==> config.mk <==
export PLATFORM = sky130hd
export DESIGN_NAME = iob_cpu_bus_split
export DESIGN_NICKNAME = d
export VERILOG_FILES = /design/src/rtl/iob_cpu_bus_split.sv
export SDC_FILE = /design/constraint.sdc
export NUM_CORES = 1
export LEC_CHECK = 0
export ABC_AREA = 1
export CAP_MARGIN = 5
export CORE_AREA = 2 2 213 215
export DETAILED_ROUTE_END_ITERATION = 8
export DIE_AREA = 0 0 215 217
export GPL_TIMING_DRIVEN = 1
export PLACE_DENSITY_LB_ADDON = 0.3
export SYNTH_ARGS = -nofsm -noshare
export SYNTH_HDL_FRONTEND = slang
export SYNTH_SLANG_ARGS = --single-unit
==> constraint.sdc <==
create_clock -name clk_i -period 2.61 [get_ports clk_i]
set_clock_uncertainty 0.1 [all_clocks]
set_input_delay 0.3915 -clock clk_i [delete_from_list [all_inputs] [get_ports clk_i]]
set_output_delay 0.3915 -clock clk_i [all_outputs]
set_load 0.01 [all_outputs]
==> src/rtl/iob_cpu_bus_split.sv <==
// CPU-to-IOb address decoder: routes one CPU request at a time to the slave
// picked by the address MSBs, with per-phase timeout and a sticky error report.

module iob_cpu_bus_split_port #(
  parameter int ADDR_W = 32,
  parameter int DATA_W = 32,
  parameter int SEL_W  = 2,
  parameter int IDX    = 0
) (
  input  logic                en_i,
  input  logic [SEL_W-1:0]    sel_i,
  input  logic [ADDR_W-1:0]   addr_i,
  input  logic [DATA_W-1:0]   wdata_i,
  input  logic [DATA_W/8-1:0] wstrb_i,
  input  logic                ready_i,
  input  logic                rvalid_i,
  output logic                hit_o,
  output logic                avalid_o,
  output logic [ADDR_W-1:0]   addr_o,
  output logic [DATA_W-1:0]   wdata_o,
  output logic [DATA_W/8-1:0] wstrb_o,
  output logic                ready_o,
  output logic                rvalid_o
);
  assign hit_o    = (sel_i == SEL_W'(IDX));
  assign avalid_o = en_i & hit_o;
  // Unselected ports drive zeros so nothing leaks onto idle slave buses.
  assign addr_o   = avalid_o ? addr_i  : '0;
  assign wdata_o  = avalid_o ? wdata_i : '0;
  assign wstrb_o  = avalid_o ? wstrb_i : '0;
  assign ready_o  = ready_i  & hit_o;
  assign rvalid_o = rvalid_i & hit_o;
endmodule

module iob_cpu_bus_split #(
  parameter int ADDR_W   = 32,
  parameter int DATA_W   = 32,
  parameter int N_SLAVES = 4,
  parameter int SEL_W    = 2,
  parameter int IBUS_EN  = 1,
  parameter int TIMEOUT  = 255
) (
  input  logic                         clk_i,
  input  logic                         rstn_i,
  input  logic                         cpu_valid_i,
  input  logic                         cpu_instr_i,
  input  logic [ADDR_W-1:0]            cpu_addr_i,
  input  logic [DATA_W-1:0]            cpu_wdata_i,
  input  logic [DATA_W/8-1:0]          cpu_wstrb_i,
  output logic [DATA_W-1:0]            cpu_rdata_o,
  output logic                         cpu_ready_o,
  output logic [N_SLAVES-1:0]          s_avalid_o,
  output logic [N_SLAVES*ADDR_W-1:0]   s_addr_o,
  output logic [N_SLAVES*DATA_W-1:0]   s_wdata_o,
  output logic [N_SLAVES*DATA_W/8-1:0] s_wstrb_o,
  input  logic [N_SLAVES-1:0]          s_ready_i,
  input  logic [N_SLAVES-1:0]          s_rvalid_i,
  input  logic [N_SLAVES*DATA_W-1:0]   s_rdata_i,
  output logic                         err_o,
  output logic [ADDR_W-1:0]            err_addr_o,
  input  logic                         err_clr_i
);
  localparam int STRB_W = DATA_W/8;
  localparam int CNT_W  = (TIMEOUT > 0) ? $clog2(TIMEOUT+1) : 1;

  typedef enum logic [2:0] {IDLE, REQ, RDWAIT, DONE, ERR} state_t;

  state_t              state_q, state_d;
  logic [ADDR_W-1:0]   addr_q, addr_d, err_addr_q, err_addr_d;
  logic [DATA_W-1:0]   wdata_q, wdata_d, rdata_q, rdata_d;
  logic [STRB_W-1:0]   wstrb_q, wstrb_d;
  logic [SEL_W-1:0]    sel_q, sel_d, sel_in;
  logic [CNT_W-1:0]    wcnt_q, wcnt_d;
  logic                err_q, err_d, enter_err, tmo;
  logic [N_SLAVES-1:0] hit, rdy_m, rv_m;
  logic                sel_ready, sel_rvalid, req_st;
  logic [DATA_W-1:0]   sel_rdata;

  assign sel_in = ((IBUS_EN != 0) && cpu_instr_i) ? '0 : cpu_addr_i[ADDR_W-1 -: SEL_W];
  assign req_st = (state_q == REQ);
  assign tmo    = (TIMEOUT != 0) && (wcnt_q == CNT_W'(TIMEOUT));

  for (genvar g = 0; g < N_SLAVES; g++) begin : g_port
    iob_cpu_bus_split_port #(
      .ADDR_W(ADDR_W), .DATA_W(DATA_W), .SEL_W(SEL_W), .IDX(g)
    ) u_port (
      .en_i    (req_st),
      .sel_i   (sel_q),
      .addr_i  (addr_q),
      .wdata_i (wdata_q),
      .wstrb_i (wstrb_q),
      .ready_i (s_ready_i[g]),
      .rvalid_i(s_rvalid_i[g]),
      .hit_o   (hit[g]),
      .avalid_o(s_avalid_o[g]),
      .addr_o  (s_addr_o[g*ADDR_W +: ADDR_W]),
      .wdata_o (s_wdata_o[g*DATA_W +: DATA_W]),
      .wstrb_o (s_wstrb_o[g*STRB_W +: STRB_W]),
      .ready_o (rdy_m[g]),
      .rvalid_o(rv_m[g])
    );
  end

  assign sel_ready  = |rdy_m;
  assign sel_rvalid = |rv_m;

  always_comb begin
    sel_rdata = '0;
    for (int i = 0; i < N_SLAVES; i++)
      if (hit[i]) sel_rdata = sel_rdata | s_rdata_i[i*DATA_W +: DATA_W];
  end

  always_comb begin
    state_d    = state_q;
    addr_d     = addr_q;
    wdata_d    = wdata_q;
    wstrb_d    = wstrb_q;
    sel_d      = sel_q;
    wcnt_d     = wcnt_q;
    rdata_d    = rdata_q;
    err_d      = err_q;
    err_addr_d = err_addr_q;
    enter_err  = 1'b0;
    if (err_clr_i) begin
      err_d      = 1'b0;
      err_addr_d = '0;
    end
    unique case (state_q)
      IDLE: if (cpu_valid_i) begin
        addr_d  = cpu_addr_i;
        wdata_d = cpu_wdata_i;
        wstrb_d = cpu_wstrb_i;
        sel_d   = sel_in;
        wcnt_d  = '0;
        if (32'(sel_in) >= 32'(N_SLAVES)) enter_err = 1'b1;
        else                              state_d   = REQ;
      end
      REQ: begin
        if (sel_ready) begin
          wcnt_d  = '0;
          state_d = (wstrb_q != '0) ? DONE : RDWAIT;
        end else if (tmo) enter_err = 1'b1;
        else if (wcnt_q != '1) wcnt_d = wcnt_q + 1'b1;
      end
      RDWAIT: begin
        if (sel_rvalid) begin
          rdata_d = sel_rdata;
          state_d = DONE;
        end else if (tmo) enter_err = 1'b1;
        else if (wcnt_q != '1) wcnt_d = wcnt_q + 1'b1;
      end
      DONE:    state_d = IDLE;
      ERR:     state_d = IDLE;
      default: state_d = IDLE;
    endcase
    // A fresh error overrides a same-cycle clear; the address sticks to the first failure.
    if (enter_err) begin
      state_d = ERR;
      rdata_d = '1;
      err_d   = 1'b1;
      if (!err_q || err_clr_i) err_addr_d = (state_q == IDLE) ? cpu_addr_i : addr_q;
    end
  end

  always_ff @(posedge clk_i) begin
    if (!rstn_i) begin
      state_q    <= IDLE;
      addr_q     <= '0;
      wdata_q    <= '0;
      wstrb_q    <= '0;
      sel_q      <= '0;
      wcnt_q     <= '0;
      rdata_q    <= '0;
      err_q      <= 1'b0;
      err_addr_q <= '0;
    end else begin
      state_q    <= state_d;
      addr_q     <= addr_d;
      wdata_q    <= wdata_d;
      wstrb_q    <= wstrb_d;
      sel_q      <= sel_d;
      wcnt_q     <= wcnt_d;
      rdata_q    <= rdata_d;
      err_q      <= err_d;
      err_addr_q <= err_addr_d;
    end
  end

  assign cpu_ready_o = (state_q == DONE) || (state_q == ERR);
  assign cpu_rdata_o = rdata_q;
  assign err_o       = err_q;
  assign err_addr_o  = err_addr_q;
endmodule
### Yosys cells after proc, flatten, opt, wreduce, memory -nomap -nowiden

Index checks and enable logic that the tools add are counted.

* $add $sub $neg: 1
* eq/ne operators: 16
* multiplexer cells: 42
* bitwise gates (word level): 16
* reductions and logical operators: 18

Operators with widths (number)
* $mux 32: 19
* $or 32x32->32: 3
* $mux 8: 5
* $pmux 8 s3: 1
* $mux 4: 4
* $and 1x1->1: 12
* $mux 3: 4
* $ne 3x3->1 const B: 3
* $pmux 3 s3: 1
* $reduce_and 3->1: 3
* $add 8x1->8 const B: 1
* $eq 8x8->1 const B: 1
* $ne 2x2->1 const B: 4
* $ne 8x8->1 const B: 1
* $reduce_or 4->1: 2
* $eq 3x2->1 const B: 2
* $mux 1: 6
* $reduce_bool 2->1: 3
* $eq 2x2->1 const B: 2
* $reduce_and 2->1: 2
* $reduce_bool 4->1: 1
* $eq 3x1->1 const B: 1
* $eq 3x3->1 const B: 1
* $logic_not 3->1: 1
* other kinds (9): 10

* register bits after elaboration: 146
* bits of input ports: 209
* output and inout bits: 342
* logic and storage cells: 103

### Logic depth before layout (Yosys ltp)

Gate-level depths: netlist (run 1).

* depth in word-level cells: 11
* mapped depth: 10
* depth with buffers taken out: 9

### By module

Synthesis (run 1) repeated with hierarchy kept, for this count alone.

* cell total of the unflattened synthesis: 1710
* area total of the unflattened synthesis: 9405.3 um^2

By module, submodules not included
* iob_cpu_bus_split: times used 1, cells each 1104, area each 6891.6 um^2, sequential area each 2922.8 um^2
* iob_cpu_bus_split_port (g_port[1].u_port ...): times used 2, cells each 152, area each 616.8 um^2, sequential area each 0.0 um^2
* iob_cpu_bus_split_port (g_port[0].u_port): times used 1, cells each 151, area each 669.4 um^2, sequential area each 0.0 um^2
* iob_cpu_bus_split_port (g_port[3].u_port): times used 1, cells each 151, area each 610.6 um^2, sequential area each 0.0 um^2

### Worst setup path before layout (run 1)

OpenSTA, ideal clock, no wires.

* kind: flip-flop to output port
* start: register state_q[1]
* end: output port s_avalid_o[0]
* arrival time: 1.520 ns
* data required time: 2.118 ns
* path slack: 0.598 ns
* stages on the path, launching flop included: 9
* buffers on the path: 3
* cells stage by stage: dfxtp_1 -> inv_1 -> nand3_1 -> clkinv_1 -> nand2_1 -> buf_2 -> buf_2 -> inv_1 -> buf_4

* cells in the longest elaborated chain, start to end: 2

Ends and longest elaborated chain
* from (decl): line 68 `state_t state_q, state_d;`
* from (signal assigned): line 177 `state_q <= state_d;`
* $eq 3x1->1: line 80 `assign req_st = (state_q == REQ);`
* $and 1x1->1: line 26 `assign avalid_o = en_i & hit_o;`
* to (decl): line 52 `output logic [N_SLAVES-1:0] s_avalid_o,`

No other way between the ends.

### Worst setup path after layout (run 1)

* start: register state_q[1]
* end: output port s_addr_o[7]

* cells in the longest elaborated chain, start to end: 3

Ends and longest elaborated chain
* $eq 3x1->1: line 80
* $and 1x1->1: line 26
* $mux 32: line 28 `assign addr_o = avalid_o ? addr_i : '0;`
* to (decl): line 53 `output logic [N_SLAVES*ADDR_W-1:0] s_addr_o,`

No other way between the ends.

==> impl_metrics.csv, run 1 <==
group,metric,value,unit
job,cap_violations,0,
power,total_leakage_power,9.11,nW
grt,grt_antenna_before_repair,8,
place,port_buffers,550,
synth,syn-instance-count,1466,
sta,grt_setup_unrepaired,"yes",
cts,cts_root_buf,"sky130_fd_sc_hd__clkbuf_16",
sta,finalHoldViolCount,0,
sta,worst_hold_slack,0.361,ns
cts,htreeDepth,4,
finish,finish.instance_area,0.0159,mm2
synth,synth_area_leaders,"sky130_fd_sc_hd__dfxtp_1 (33%), sky130_fd_sc_hd__nor2_1 (14%), sky130_fd_sc_hd__nand2_1 (12%)",
floorplan,die_w,215,um
floorplan,die_boundary_height,217,um
sta,timing_worst_slew_pin_value,0.618,ns
hold_path,hold_path.class,"flip-flop to flip-flop",
finish,postLayoutCoreUtil,0.355,
floorplan,fp.dieArea,0.0467,mm2
finish,non_filler_cells_final,2581,
synth,ys_async_sr_fraction,0,
synth,ys_warn_count,0,
synth,syn-num-nets,1676,
critical_path,cp_data_required_time,2.12,ns
synth,synth_edf_count,0,
floorplan,initial_utilization,0.195,
cts,worst_setup_hold_path_clk_slew,0.07,ns
synth,yosys_most_used_dff,"sky130_fd_sc_hd__dfxtp_1",
synth,syn_area,0.00873,mm2
grt,grt_util_all_layers,0.193,
floorplan,floorplan.io_pins,551,
floorplan,placement_rows,78,
route,num_vias,11600,
grt,grt_start_max_net_pins,81,
synth,synth_top_area_cell,"sky130_fd_sc_hd__dfxtp_1",
finish,post_route_cells_drive_above_1_share,0.0597,
route,vias_per_cell,4.49,
hold_path,holdPathStages,2,
sta,post-route-worst-setup-slack,0.0603,ns
finish,area_growth_from_synthesis_to_layout,81.8,%
synth,yosys.cell_count.top_type,"sky130_fd_sc_hd__nor2_1",
cts,holdBufCountCts,0,
sta,setup_violations,0,
critical_path,worst_ep_arrival_time,2.06,ns
floorplan,core-area,0.0447,mm2
critical_path,setup.worst_path.start_class,"flip-flop",
synth,synth_seq_area_share,0.335,
critical_path,worstSetupPathType,"flip-flop to primary output",
place,placed_cell_area,0.0150,mm2
place,place.detailed.hpwl,36.0,mm
critical_path,critical_path_peak_fanout,22,
cts,cts_sinks,146,
route,drt_iter0_drc,700,
route,drtAntennaViolNets,0,
cts,tritoncts_clock_tree,"built",
critical_path,worstSetupEndpointType,"primary output",
run_status,outcome,"complete, no violations",
synth,synthDominantCellAreaShare,0.335,
sta,final_min_period,2.55,ns
sta,layout_worst_path_cycle_share,0.977,
critical_path,crit_cells,7,
route,wl,47.3,mm
grt,via_count_of_the_first_global_routing_pass,11100,
sta,clock.fmax,392,MHz
place,preCtsSetupSlack,0.206,ns
synth,netlist-cell-type-count,25,
critical_path,crit_family,"buffers and inverters",
grt,overflow,0,
route,drt-pass1-iter-count,7,
synth,synth_commonest_cells,"sky130_fd_sc_hd__nor2_1 (317), sky130_fd_sc_hd__nand2_1 (269), sky130_fd_sc_hd__a21oi_1 (178), sky130_fd_sc_hd__dfxtp_1 (146), sky130_fd_sc_hd__nand3_1 (136)",
critical_path,worst_reg_to_reg_cells,9,
place,placed_instances,2543,
cts,clockBufferDepth,2,
critical_path,timing.critical_path.cells,"inv_1 > nand3_4 > clkinv_2 > nand2_8 > buf_12 > nor2_1 > clkdlybuf4s50_1",
power,cellPowerDensity,489,mW/mm2
sta,report.final.slew_viol_count,0,
route,routed_wire_length_per_instance,18.3,um
cts,cts_inserted_buffers,17,
grt,grt_first_pass_wirelength,68.7,mm
place,gp_congestion,0.929,
critical_path,timing.critical_path.slowest_stage_cell,"sky130_fd_sc_hd__clkdlybuf4s50_1",
finish,nets,2175,
synth,synth.avg_cell_area,5.96,um2
critical_path,timing.critical_path.slowest_cell_delay,0.54,ns
critical_path,worst-path-buf-inv,4,
synth,ys_ff_latch,146,
power,ir_worst_vdd,0.363,mV
cts,clock_insertion_delay_worst_skew,0.45,ns
route,drc_errors,0,
sta,slew_headroom,0.588,
[metal layers]
metal	GRT usage	routed length (um)	part of all wire	vias to the layer above
li1	-	-	-	5719
met4	0.0455	869	0.018	6
met2	0.360	24000	0.51	470
met5	0	40	0.00085	-
met3	0.0654	3860	0.082	44
met1	0.208	18500	0.39	5340
[path summary, 6_finish.rpt]
path                            slack [ns]                        to                     from
worst max register to register        0.41  err_addr_o[2]$_SDFF_PN0_    sel_q[1]$_SDFFE_PN0P_
worst min-delay path                  0.36   addr_q[30]$_SDFFE_PN0P_  addr_q[30]$_SDFFE_PN0P_
worst min register to register        0.36   addr_q[30]$_SDFFE_PN0P_  addr_q[30]$_SDFFE_PN0P_
worst max-delay path                  0.06               s_addr_o[7]  state_q[1]$_SDFFE_PP0P_
[cells in the final DEF, fill, tap and decap left out, types with 2 or more instances in the layout]
cell                              count
sky130_fd_sc_hd__nand4_1              5
sky130_fd_sc_hd__clkbuf_16           17
sky130_fd_sc_hd__nand3_1            135
sky130_fd_sc_hd__buf_4               35
sky130_fd_sc_hd__inv_4                3
sky130_fd_sc_hd__clkdlybuf4s50_1    281
sky130_fd_sc_hd__dlymetal6s2s_1     157
sky130_fd_sc_hd__nor2_1             311
sky130_fd_sc_hd__nand2_2              5
sky130_fd_sc_hd__nor2_2               7
sky130_fd_sc_hd__buf_12              14
sky130_fd_sc_hd__nand2_1            268
sky130_fd_sc_hd__nand3b_1            32
sky130_fd_sc_hd__nand3_2              2
sky130_fd_sc_hd__a21oi_1            178
sky130_fd_sc_hd__o21ai_0            105
sky130_fd_sc_hd__dlygate4sd2_1      110
sky130_fd_sc_hd__inv_6               10
sky130_fd_sc_hd__o21ai_1             29
sky130_fd_sc_hd__clkinv_2             2
sky130_fd_sc_hd__dfxtp_2              3
sky130_fd_sc_hd__dfxtp_1            143
sky130_fd_sc_hd__inv_1              101
sky130_fd_sc_hd__inv_2                7
sky130_fd_sc_hd__inv_8                2
sky130_fd_sc_hd__diode_2              3
sky130_fd_sc_hd__nor2_4               5
[worst min-delay path, stage by stage, from the launching register on]
cell and delay (ns):
sky130_fd_sc_hd__dfxtp_1 0.31, sky130_fd_sc_hd__nand2_1 0.06, sky130_fd_sc_hd__a21oi_1 0.05
[sequential cells by signal (all words and copies together), names as in the netlist]
register,count
addr_q,32
cpu_rdata_o,32
err_addr_o,32
err_o,1
sel_q,2
state_q,3
wcnt_q,8
wdata_q,32
wstrb_q,4
[power by group]
group	internal, W	switching, W
Sequential	0.00247	0.000100
Combinational	0.00108	0.00169
Clock	0.00126	0.00116
[cells by family after synthesis]
| kind of cell | count (synthesis) | share of synthesized area |
|---|---|---|
| simple gates | 772 | 0.373 |
| compound gates | 314 | 0.180 |
| flops | 146 | 0.335 |
| fa+ha+maj | 1 | 0.00143 |
| xor+xnor | 1 | 0.00100 |
| buf+inv | 232 | 0.110 |
[what timing repair did]
item / 4_1_cts / 5_1_grt
setup endpoints to repair: 272 / 157
setup buffers: 3 / 0
pin swaps: 2 / 0
cloned: 0 / 0
hold endpoints to repair: 0 / 0
gates resized for setup: 128 / 159
[through the flow]
| stage | total power (W) | TNS, ns |
|---|---|---|
| after floorplan | 0.00401 | 0 |
| after global placement | 0.00538 | 0 |
| after detailed placement | 0.00541 | 0 |
| after CTS | 0.00790 | -0.0158 |
| after global routing | 0.00824 | -0.0273 |
| final | 0.00776 | 0 |
[cell type report]
cell class	count	area (um2)
Clock inverter	15	131
Tap cell	600	751
Inverter	113	433
Clock buffer	17	425
Timing Repair Buffer	599	6300
Sequential cell	146	2930
Antenna cell	3	7.51
Fill cell	4864	28800
Multi-Input combinational cell	1088	4910
Power figures use the tool's default switching activity.
==> inputs of run 2 (changes only) <==
==> constraint.sdc (replaced) <==
create_clock -name clk_i -period 2.61 [get_ports clk_i]
set_clock_uncertainty 0.1 [all_clocks]
set_input_delay 0.3915 -clock clk_i [delete_from_list [all_inputs] [get_ports clk_i]]
set_output_delay 0.3915 -clock clk_i [all_outputs]
set_load 0.05 [all_outputs]
==> impl_metrics.csv, run 2 (synthesized netlist as in run 1, its figures left out) <==
group,metric,value,unit
run_status,outcome,"complete, no violations",
cts,holdBufCountCts,0,
sta,finalHoldViolCount,0,
sta,finalSetupTns,0,ns
sta,report.final.slew_viol_count,0,
grt,grt_first_pass_wirelength,70.9,mm
critical_path,timing.critical_path.cells,"inv_2 > nand3_2 > buf_4 > clkinv_1 > nand2_2 > buf_12 > nor2_1 > buf_12",
finish,final-seq-area,0.00292,mm2
sta,slew_headroom,0.587,
floorplan,die_boundary_height,217,um
route,num_vias,11700,
critical_path,critPathMostFrequentCell,"sky130_fd_sc_hd__buf_12",
hold_path,hold_path.class,"flip-flop to flip-flop",
floorplan,fp.dieArea,0.0467,mm2
cts,cts_inserted_buffers,17,
place,preCtsSetupSlack,0.339,ns
route,vias_per_cell,4.55,
grt,globalRouteMet2Util,0.382,
cts,clockBufferDepth,2,
floorplan,core-area,0.0447,mm2
grt,grt.met3_usage,0.0658,
finish,commonest_non_fill_non_tap_cells_in_the_layout,"sky130_fd_sc_hd__nor2_1 (296), sky130_fd_sc_hd__clkdlybuf4s50_1 (271), sky130_fd_sc_hd__nand2_1 (268), sky130_fd_sc_hd__a21oi_1 (178), sky130_fd_sc_hd__buf_4 (156)",
finish,number_of_fill_cells_in_the_layout,4695,
floorplan,placement_rows,78,
grt,grt.met1_usage,0.219,
place,place.detailed.hpwl,37.7,mm
place,gp_congestion,0.956,
route,wl,48.8,mm
critical_path,worstSetupPathType,"flip-flop to primary output",
sta,timing_worst_slew_pin_value,0.618,ns
grt,gr-max-usage-layer,"met2",
cts,cts_sinks,146,
finish,postLayoutCoreUtil,0.371,
route,drt-pass1-iter-count,5,
critical_path,cp_data_required_time,2.12,ns
critical_path,timing.critical_path.slowest_cell_delay,0.31,ns
finish,area_of_the_multi_input_gates,0.00491,mm2
cts,htreeDepth,4,
floorplan,die_w,215,um
cts,cts_setup_buffers,0,
finish,final_common_cell,"sky130_fd_sc_hd__nor2_1",
cts,cts_root_buf,"sky130_fd_sc_hd__clkbuf_16",
grt,grt_util_all_layers,0.201,
critical_path,setup.worst_path.start_class,"flip-flop",
route,drtAntennaViolNets,0,
finish,nets,2167,
grt,overflow,0,
job,cap_violations,0,
critical_path,worstSetupEndpointType,"primary output",
critical_path,timing.critical_path.slowest_stage_cell,"sky130_fd_sc_hd__dfxtp_1",
floorplan,floorplan.io_pins,551,
route,drt_iter0_drc,709,
sta,setup_violations,0,
grt,via_count_of_the_first_global_routing_pass,10900,
critical_path,worst_ep_arrival_time,2.08,ns
route,drc_errors,0,
sta,grt_setup_unrepaired,"yes",
floorplan,initial_utilization,0.195,
grt,grt_start_max_net_pins,96,
finish,post_route_cells_drive_above_1_share,0.203,
place,port_buffers,550,
finish,area_growth_from_synthesis_to_layout,90.1,%
cts,clock_insertion_delay_worst_skew,0.44,ns
route,routed_wire_length_per_instance,19.0,um
grt,grt_antenna_before_repair,4,
power,cellPowerDensity,516,mW/mm2
sta,layout_worst_path_cycle_share,0.984,
power,total_leakage_power,6.58,nW
critical_path,critical_path_peak_fanout,67,
sta,clock.fmax,389,MHz
sta,post-route-worst-setup-slack,0.0405,ns
cts,tritoncts_clock_tree,"built",
cts,worst_setup_hold_path_clk_slew,0.07,ns
sta,final_min_period,2.57,ns
power,ir_worst_vdd,0.385,mV
-- run 2: stage by stage --
step	hold WS (ns)	total power, W	instances	area, um2
2_1_floorplan	0.341	0.00452	1466	8730
3_3_place_gp	0.349	0.00610	2538	15900
3_5_place_dp	0.354	0.00614	2538	15900
4_1_cts	0.365	0.00866	2570	16500
5_1_grt	0.388	0.00900	2570	16600
6_report	0.366	0.00856	2571	16600
-- run 2: routing by layer --
layer | vias up | share of wire
met5 | - | 0.00025
met1 | 5515 | 0.38
li1 | 5683 | -
met2 | 482 | 0.53
met4 | 2 | 0.0068
met3 | 16 | 0.084
-- run 2: final cells by class --
| type | count | area share |
|---|---|---|
| multi-input cells | 1088 | 0.296 |
| flip-flops and latches | 146 | 0.176 |
| inverters | 113 | 0.0257 |
| clock inverters | 13 | 0.00746 |
| clock buffers | 19 | 0.0267 |
| well taps | 600 | 0.0452 |
| repair buffers | 591 | 0.423 |
| diodes | 1 | 0.000151 |
-- run 2: worst paths after layout --
| check | cells after the start | from | endpoint | slack [ns] |
|---|---|---|---|---|
| hold reg to reg | 2 | addr_q[30]$_SDFFE_PN0P_ | addr_q[30]$_SDFFE_PN0P_ | 0.37 |
| setup / recovery | 8 | state_q[1]$_SDFFE_PP0P_ | s_wstrb_o[3] | 0.04 |
| setup reg to reg | 11 | sel_q[0]$_SDFFE_PN0P_ | err_addr_o[18]$_SDFF_PN0_ | 0.39 |
| hold / removal | 2 | addr_q[30]$_SDFFE_PN0P_ | addr_q[30]$_SDFFE_PN0P_ | 0.37 |
-- run 2: critical path, delay by kind of cell, from the launching register on --
kind / cells / cell delay [ns]
buffers and inverters: 5 / 0.73
and+or+nand+nor: 3 / 0.52
DFF: 1 / 0.31
-- run 2: repair_timing --
action,in CTS,in global routing
pin swaps,0,0
setup endpoints to repair,251,120
endpoints found under the hold margin,0,0
gates resized for setup,6,33
-- run 2: power by group --
part / switching, W / internal [W] / total (W)
sequential: 0.000102 / 0.00247 / 0.00257
combinational: 0.00227 / 0.00124 / 0.00352
clock: 0.00112 / 0.00135 / 0.00247
